## src/rtl/frame_scan_generator.sv

```systemverilog
// ============================================================================
// frame_scan_generator: raster (x, y) scan with runtime geometry/blanking.
// Optional SCAN_BOTTOM_UP_EN: rows run height-1 down to 0. Rev 1.0
// ============================================================================
`default_nettype none

module frame_scan_generator #(
  parameter int LOC_SIZE   = 16,
  parameter int FRAME_SIZE = 16,
  parameter int BLANK_SIZE = 8
) (
  input  logic                  clk,
  input  logic                  reset_n,
  input  logic                  en,
  input  logic                  start,
  input  logic                  continuous,
  input  logic [LOC_SIZE-1:0]   cfg_width,
  input  logic [LOC_SIZE-1:0]   cfg_height,
  input  logic [BLANK_SIZE-1:0] cfg_hblank,
  input  logic [BLANK_SIZE-1:0] cfg_vblank,
  output logic [LOC_SIZE-1:0]   x,
  output logic [LOC_SIZE-1:0]   y,
  output logic [FRAME_SIZE-1:0] frame,
  output logic                  pixel_valid,
  output logic                  hsync,
  output logic                  vsync,
  output logic                  eol,
  output logic                  eof,
  output logic                  busy,
  output logic                  cfg_err
);

  typedef enum logic [1:0] {
    S_IDLE   = 2'd0,
    S_ACTIVE = 2'd1,
    S_HBLANK = 2'd2,
    S_VBLANK = 2'd3
  } state_t;

  state_t                state_q, state_d;
  logic [LOC_SIZE-1:0]   x_q, x_d;
  logic [LOC_SIZE-1:0]   y_q, y_d;
  logic [FRAME_SIZE-1:0] frame_q, frame_d;
  logic [BLANK_SIZE-1:0] blank_q, blank_d;
  logic [LOC_SIZE-1:0]   width_q, width_d;
  logic [LOC_SIZE-1:0]   height_q, height_d;
  logic [BLANK_SIZE-1:0] hblank_q, hblank_d;
  logic [BLANK_SIZE-1:0] vblank_q, vblank_d;
  logic                  cfg_err_q, cfg_err_d;
  logic                  busy_q, busy_d;

  logic                  w_cfg_ok;
  logic                  w_last_col;
  logic                  w_last_row;
  logic [LOC_SIZE-1:0]   w_first_row_cfg;
  logic [LOC_SIZE-1:0]   w_first_row_q;
  logic [LOC_SIZE-1:0]   w_next_row;
  logic                  w_frame_done;

  assign w_cfg_ok   = (cfg_width != '0) && (cfg_height != '0);
  assign w_last_col = (x_q == width_q - LOC_SIZE'(1));

`ifdef SCAN_BOTTOM_UP_EN
  assign w_first_row_cfg = cfg_height - LOC_SIZE'(1);
  assign w_first_row_q   = height_q - LOC_SIZE'(1);
  assign w_last_row      = (y_q == '0);
  assign w_next_row      = y_q - LOC_SIZE'(1);
`else
  assign w_first_row_cfg = '0;
  assign w_first_row_q   = '0;
  assign w_last_row      = (y_q == height_q - LOC_SIZE'(1));
  assign w_next_row      = y_q + LOC_SIZE'(1);
`endif

  always_comb begin
    state_d      = state_q;
    x_d          = x_q;
    y_d          = y_q;
    frame_d      = frame_q;
    blank_d      = blank_q;
    width_d      = width_q;
    height_d     = height_q;
    hblank_d     = hblank_q;
    vblank_d     = vblank_q;
    cfg_err_d    = cfg_err_q;
    w_frame_done = 1'b0;

    if (en) begin
      case (state_q)
        S_IDLE: begin
          if (start) begin
            if (w_cfg_ok) begin
              state_d  = S_ACTIVE;
              x_d      = '0;
              y_d      = w_first_row_cfg;
              width_d  = cfg_width;
              height_d = cfg_height;
              hblank_d = cfg_hblank;
              vblank_d = cfg_vblank;
            end else begin
              cfg_err_d = 1'b1;
            end
          end
        end
        S_ACTIVE: begin
          if (!w_last_col) begin
            x_d = x_q + LOC_SIZE'(1);
          end else begin
            x_d = '0;
            if (!w_last_row) begin
              y_d = w_next_row;
              if (hblank_q != '0) begin
                state_d = S_HBLANK;
                blank_d = hblank_q;
              end
            end else begin
              frame_d = frame_q + FRAME_SIZE'(1);
              if (vblank_q != '0) begin
                state_d = S_VBLANK;
                blank_d = vblank_q;
              end else begin
                w_frame_done = 1'b1;
              end
            end
          end
        end
        S_HBLANK: begin
          if (blank_q == BLANK_SIZE'(1)) begin
            blank_d = '0;
            state_d = S_ACTIVE;
          end else begin
            blank_d = blank_q - BLANK_SIZE'(1);
          end
        end
        S_VBLANK: begin
          if (blank_q == BLANK_SIZE'(1)) begin
            blank_d      = '0;
            w_frame_done = 1'b1;
          end else begin
            blank_d = blank_q - BLANK_SIZE'(1);
          end
        end
        default: state_d = S_IDLE;
      endcase

      // Frame boundary: either re-arm with freshly latched geometry or park.
      if (w_frame_done) begin
        x_d = '0;
        if (continuous && w_cfg_ok) begin
          state_d  = S_ACTIVE;
          y_d      = w_first_row_cfg;
          width_d  = cfg_width;
          height_d = cfg_height;
          hblank_d = cfg_hblank;
          vblank_d = cfg_vblank;
        end else begin
          state_d = S_IDLE;
          y_d     = '0;
          if (continuous) begin
            cfg_err_d = 1'b1;
          end
        end
      end
    end

    busy_d = (state_d != S_IDLE);
  end

  always_ff @(posedge clk or negedge reset_n) begin
    if (!reset_n) begin
      state_q   <= S_IDLE;
      x_q       <= '0;
      y_q       <= '0;
      frame_q   <= '0;
      blank_q   <= '0;
      width_q   <= '0;
      height_q  <= '0;
      hblank_q  <= '0;
      vblank_q  <= '0;
      cfg_err_q <= 1'b0;
      busy_q    <= 1'b0;
    end else begin
      state_q   <= state_d;
      x_q       <= x_d;
      y_q       <= y_d;
      frame_q   <= frame_d;
      blank_q   <= blank_d;
      width_q   <= width_d;
      height_q  <= height_d;
      hblank_q  <= hblank_d;
      vblank_q  <= vblank_d;
      cfg_err_q <= cfg_err_d;
      busy_q    <= busy_d;
    end
  end

  // Gated by en combinationally so a stalled pixel is never reported twice.
  assign pixel_valid = (state_q == S_ACTIVE) && en;
  assign hsync       = pixel_valid && (x_q == '0);
  assign vsync       = hsync && (y_q == w_first_row_q);
  assign eol         = pixel_valid && w_last_col;
  assign eof         = eol && w_last_row;

  assign x       = x_q;
  assign y       = y_q;
  assign frame   = frame_q;
  assign busy    = busy_q;
  assign cfg_err = cfg_err_q;

endmodule

`default_nettype wire

```

## config.mk

```make
export PLATFORM = sky130hd
export DESIGN_NAME = frame_scan_generator
export DESIGN_NICKNAME = d
export VERILOG_FILES = /design/src/rtl/frame_scan_generator.sv
export SDC_FILE = /design/constraint.sdc
export NUM_CORES = 1
export LEC_CHECK = 0
export ABC_AREA = 1
export ABC_CLOCK_PERIOD_IN_PS = 4700
export CELL_PAD_IN_SITES_DETAIL_PLACEMENT = 0
export CELL_PAD_IN_SITES_GLOBAL_PLACEMENT = 1
export CORE_MARGIN = 5
export CORE_UTILIZATION = 30
export CTS_BUF_LIST = sky130_fd_sc_hd__clkbuf_4 sky130_fd_sc_hd__clkbuf_8
export DETAILED_ROUTE_END_ITERATION = 8
export GPL_TIMING_DRIVEN = 0
export PLACE_DENSITY_LB_ADDON = 0.1
export RECOVER_POWER = 100
export SLEW_MARGIN = 15
export SYNTH_ARGS = -nofsm -noshare
export SYNTH_HDL_FRONTEND = slang
export SYNTH_SLANG_ARGS = --single-unit
```

## constraint.sdc

```tcl
create_clock -name clk -period 4.7 [get_ports clk]
set_clock_uncertainty 0.1 [all_clocks]
set_input_delay 0.705 -clock clk [delete_from_list [all_inputs] [get_ports clk]]
set_output_delay 0.705 -clock clk [all_outputs]
set_load 0.05 [all_outputs]
```

Yosys cells after proc, flatten, opt, wreduce, memory -nomap -nowiden

Index checks and enable logic that the tools add are counted.

Output and inout bits: 55
Input port bits: 53
Register bits: 108
Word-level logic and storage cells: 110

$add $sub $neg: 6
Reduce and logical (&&, ||, !) cells: 22
Equality and inequality tests: 13
Mux-type cells: 58

Operators by type and width:

| kind                  | count |
|---|---|
| $mux 16               | 17 |
| $mux 8                | 15 |
| $pmux 16 s2           | 2 |
| $add 16x1->16 const B | 3 |
| $eq 16x16->1          | 2 |
| $logic_not 16->1      | 2 |
| $reduce_bool 16->1    | 2 |
| $sub 16x1->16 const B | 2 |
| $mux 2                | 9 |
| $pmux 8 s2            | 1 |
| $reduce_bool 8->1     | 2 |
| $mux 1                | 12 |
| $ne 3x3->1 const B    | 4 |
| $eq 8x1->1 const B    | 1 |
| $reduce_and 4->1      | 2 |
| $sub 8x1->8 const B   | 1 |
| $logic_and 1x1->1     | 7 |
| $ne 3x2->1 const B    | 2 |
| $pmux 2 s3            | 1 |
| $reduce_and 6->1      | 1 |
| $reduce_and 5->1      | 1 |
| $eq 2x2->1 const B    | 2 |
| $reduce_bool 2->1     | 2 |
| $reduce_bool 3->1     | 1 |
| 5 further kinds       | 5 |

Logic depth before layout (Yosys ltp)

Depth after elaboration: 9
Mapped depth: 21
Mapped depth without buffers: 21

Worst setup path before layout

No wires, ideal clock.

Kind: input to output
Start point: input port en
End point: output port vsync
Cell stages on the path: 6
Arrival: 3.810 ns
Path buffers: 1
Data required time: 3.895 ns
Setup slack: 0.085 ns
Path through: clkbuf_1 clkinv_1 nor2_1 nand3_1 nor3_1 and3_1

Cells in the longest elaborated chain, start to end: 3

Ends and longest elaborated chain:

| what              | RTL line | text |
|---|---|---|
| from (decl)       | 14       | `input logic en,` |
| $logic_and 1x1->1 | 198      | `assign pixel_valid = (state_q == S_ACTIVE) && en;` |
| net pixel_valid   | 24       | `output logic pixel_valid,` |
| $logic_and 1x1->1 | 199      | `assign hsync = pixel_valid && (x_q == '0);` |
| net hsync         | 25       | `output logic hsync,` |
| $logic_and 1x1->1 | 200      | `assign vsync = hsync && (y_q == w_first_row_q);` |
| to (decl)         | 26       | `output logic vsync,` |

The timed path passes the listed nets, and every way through them passes these cells.

Worst setup path in the final report

Start point: input port en
End point: output port vsync

Cells in the longest elaborated chain, start to end: 3

Ends and longest elaborated chain:

| what              | RTL line |
|---|---|
| $logic_and 1x1->1 | 198 |
| $logic_and 1x1->1 | 199 |
| $logic_and 1x1->1 | 200 |

No other way between the ends.

==> reports/metrics.cfg <==
[power]
vdd_drop_max_uv=144
power_density_nw_per_um2=550
p_total_mw=5.98
p_leak_nw=5.44

[drt]
drcViolationCount=0
viasPerCell=4.83
antenna_left=0
via_count=9759
first_pass_iters=5
wl_per_cell_microns=16.4
routed_wl_microns=33100
drtIter0Drc=548

[die]
io_pins=108
die_x_microns=185
placementRows=64
die-area_sq_um=34200
core-area_sq_um=30300
fp.dieH_microns=185
start_util_pct=30.2

[global_routing]
grt_max_degree=59
grt_first_pass_wirelength_microns=52500
grt_overflow=0
antenna_found_initial=1
grtUsageTotal_pct=19.6
grt_pass1_vias=9690

[run_status]
violations=capacitance limit, slew limit
outcome=finished with violations

[yosys]
yosysSeqAreaShare_pct=29.5
postSynthRegisterBits=108
synthTopCellsByArea=dfrtp_1, nand2_1, o21ai_0
yosys.area.top_type=dfrtp_1
synth_top_area_share_pct=29.5
netlist_area_sq_um=9170
synth_top_flop_cell=dfrtp_1
syn_inst=1503
avgSynthCellArea_sq_um=6.10
syn_nets=1565
ys_async_sr_fraction_pct=100
synth-edff-count=0
synth_warnings=0
synth.distinct_cells=44

[setup_path]
cpMaxStageDelayCell=clkdlybuf4s50_1
crit_start=en
critPathMaxStageDelay_ns=0.81
crit_chain=clkbuf_1, clkinv_1, nor2_1, nand3_1, nor3_2, and3_1, clkdlybuf4s50_1
crit_path_start_kind=input port
crit_arrival_ns=3.67
critPathMaxFanout=9
required_ns=3.89
setup.worst_path.class=input port to output pin
endpoint_kind=output pin
worstReg2RegStart=height_q[0]$_DFFE_PN0P_

[cts]
root_buffer=clkbuf_8
clock-sinks=108
clk_pin_slew_ns=0.11
htreeDepth=3
numCtsBuffers=9
clk_latency_ns=0.43
cts_tree=done
cts_buffer_depth=2

[hold_path]
hold_path.class=register to register
min_from=frame[2]$_DFFE_PN0P_

[placement]
port_buffers=106
place.gp.congestion=0.862
place_inst=2006
hpwlAfterDp_microns=26200

[sta]
finalCriticalPeriod_ns=4.47
relSlewSlack_pct=-140
fmax_mhz=224
slew_violations=58
finalHoldViolCount=0
tightest_slew_ns=3.61
setup_viol=0
rsz0062_at_grt=false
min_period_over_period_pct=95.2

[final_layout]
final.fill_count=3449
mostFrequentLayoutCells=nand2_1, inv_1, o21ai_0
layout_commonest_cell=nand2_1
post_route_cells_drive_above_1_share_pct=4.00
nets=1683
syn2layout_area_growth_pct=18.5
instances_no_fill=2021
insertedDiodeCount=0

[flow_run]
maxCapViolCount=1

kinds of logic (layout without fill, tap and decap cells):
kind of cell	count (synthesis)	after routing	share of synthesized area, %
AOI/OAI and AO/OA	222	222	12.7
xor gates and xnor gates	49	49	4.76
adders and majority gates	9	9	1.23
buffers and inverters	253	375	11.1
DFF	108	108	29.5
and+or+nand+nor	862	862	40.7
area by class of cell:
class	count	area [sq um]	area share (%)
sequential	108	2700	24.9
tap	396	495	4.56
buffer	61	283	2.60
clock inverter	5	46.3	0.426
inverter	192	721	6.63
clock buffer	10	131	1.21
timing repair buffer	107	1080	9.98
multi-input combinational	1142	5400	49.7
through the flow:
| stage | setup slack (ns) | instance area (sq um) | hold slack, ns | TNS, ns | util, % |
|---|---|---|---|---|---|
| after floorplan | 0.0851 | 9170 | 0.309 | 0 | - |
| after global placement | -2.08 | 10700 | 0.385 | -222.89 | 35.3 |
| after detailed placement | -0.172 | 10800 | 0.391 | -0.208 | 35.4 |
| after CTS | 0.0980 | 10900 | 0.160 | 0 | 36.0 |
| after global routing | 0.0382 | 10900 | 0.434 | 0 | 35.8 |
| final | 0.227 | 10900 | 0.391 | 0 | 35.8 |
where the power goes:
group	switching [mW]	leakage, nW	total, mW	internal [mW]
clock	0.386	0.0927	0.592	0.206
sequential	0.345	1.42	1.54	1.19
combinational	2.54	3.92	3.85	1.31
total	3.27	5.44	5.98	2.71
per-layer routing:
layer  global-route usage [%]  part of all wire, %  wire [microns]
met1                     25.1                   46           15100
met2                     34.5                   49           16100
met3                     2.97                  3.5            1170
met4                     5.02                  2.1             678
met5                        0                    0               0
worst max-delay path: cells and delay by family:
family	cells	cell delay [ns]
buf+inv	3	1.70
simple gates	4	1.25
state kept, by name, indices dropped and copies added, names as in the netlist:
name,cells
blank_q,8
busy,1
cfg_err,1
frame,16
hblank_q,8
height_q,16
state_q,2
vblank_q,8
width_q,16
x,16
y,16
final timing paths:
check | endpoint | slack [ns] | cells after the start
worst min register to register | frame[2]$_DFFE_PN0P_ | 0.39 | 1
worst max register to register | y[7]$_DFFE_PN0P_ | 0.55 | 17
worst min-delay path | frame[2]$_DFFE_PN0P_ | 0.39 | 1
worst max-delay path | vsync | 0.23 | 7
max in group asynchronous | frame[1]$_DFFE_PN0P_ | 1.08 | 1
min in group asynchronous | y[12]$_DFFE_PN0P_ | 1.40 | 1
Yosys cell counts, types with 2 or more instances:
cell and n:
o21ai_1 39, nor2_2 10, inv_1 187, nand2_1 522, nand3b_1 8, nor2_1 99, nor3b_1 3, nor4_1 16
inv_2 3, and2_1 2, or2_2 2, o21ai_2 5, nand2_2 8, clkinv_1 2, o211ai_1 2, buf_1 8
nand4_1 26, o21bai_1 2, xor2_1 28, o22ai_1 3, clkbuf_1 29, buf_6 4, dfrtp_1 108, o31ai_1 3
nand3_2 3, nor3_1 21, nor2_4 7, a31oi_1 2, buf_4 5, xnor2_1 20, buf_2 14, nand3_1 130
a21oi_1 14, o21ai_0 150, ha_1 9
timing repair:
action,in CTS,in global routing
setup endpoints to repair,2,1
buffers inserted,0,0
gates resized for setup,1,1
hold buffers,0,0
Note: power is estimated with default switching activity, not from simulation.
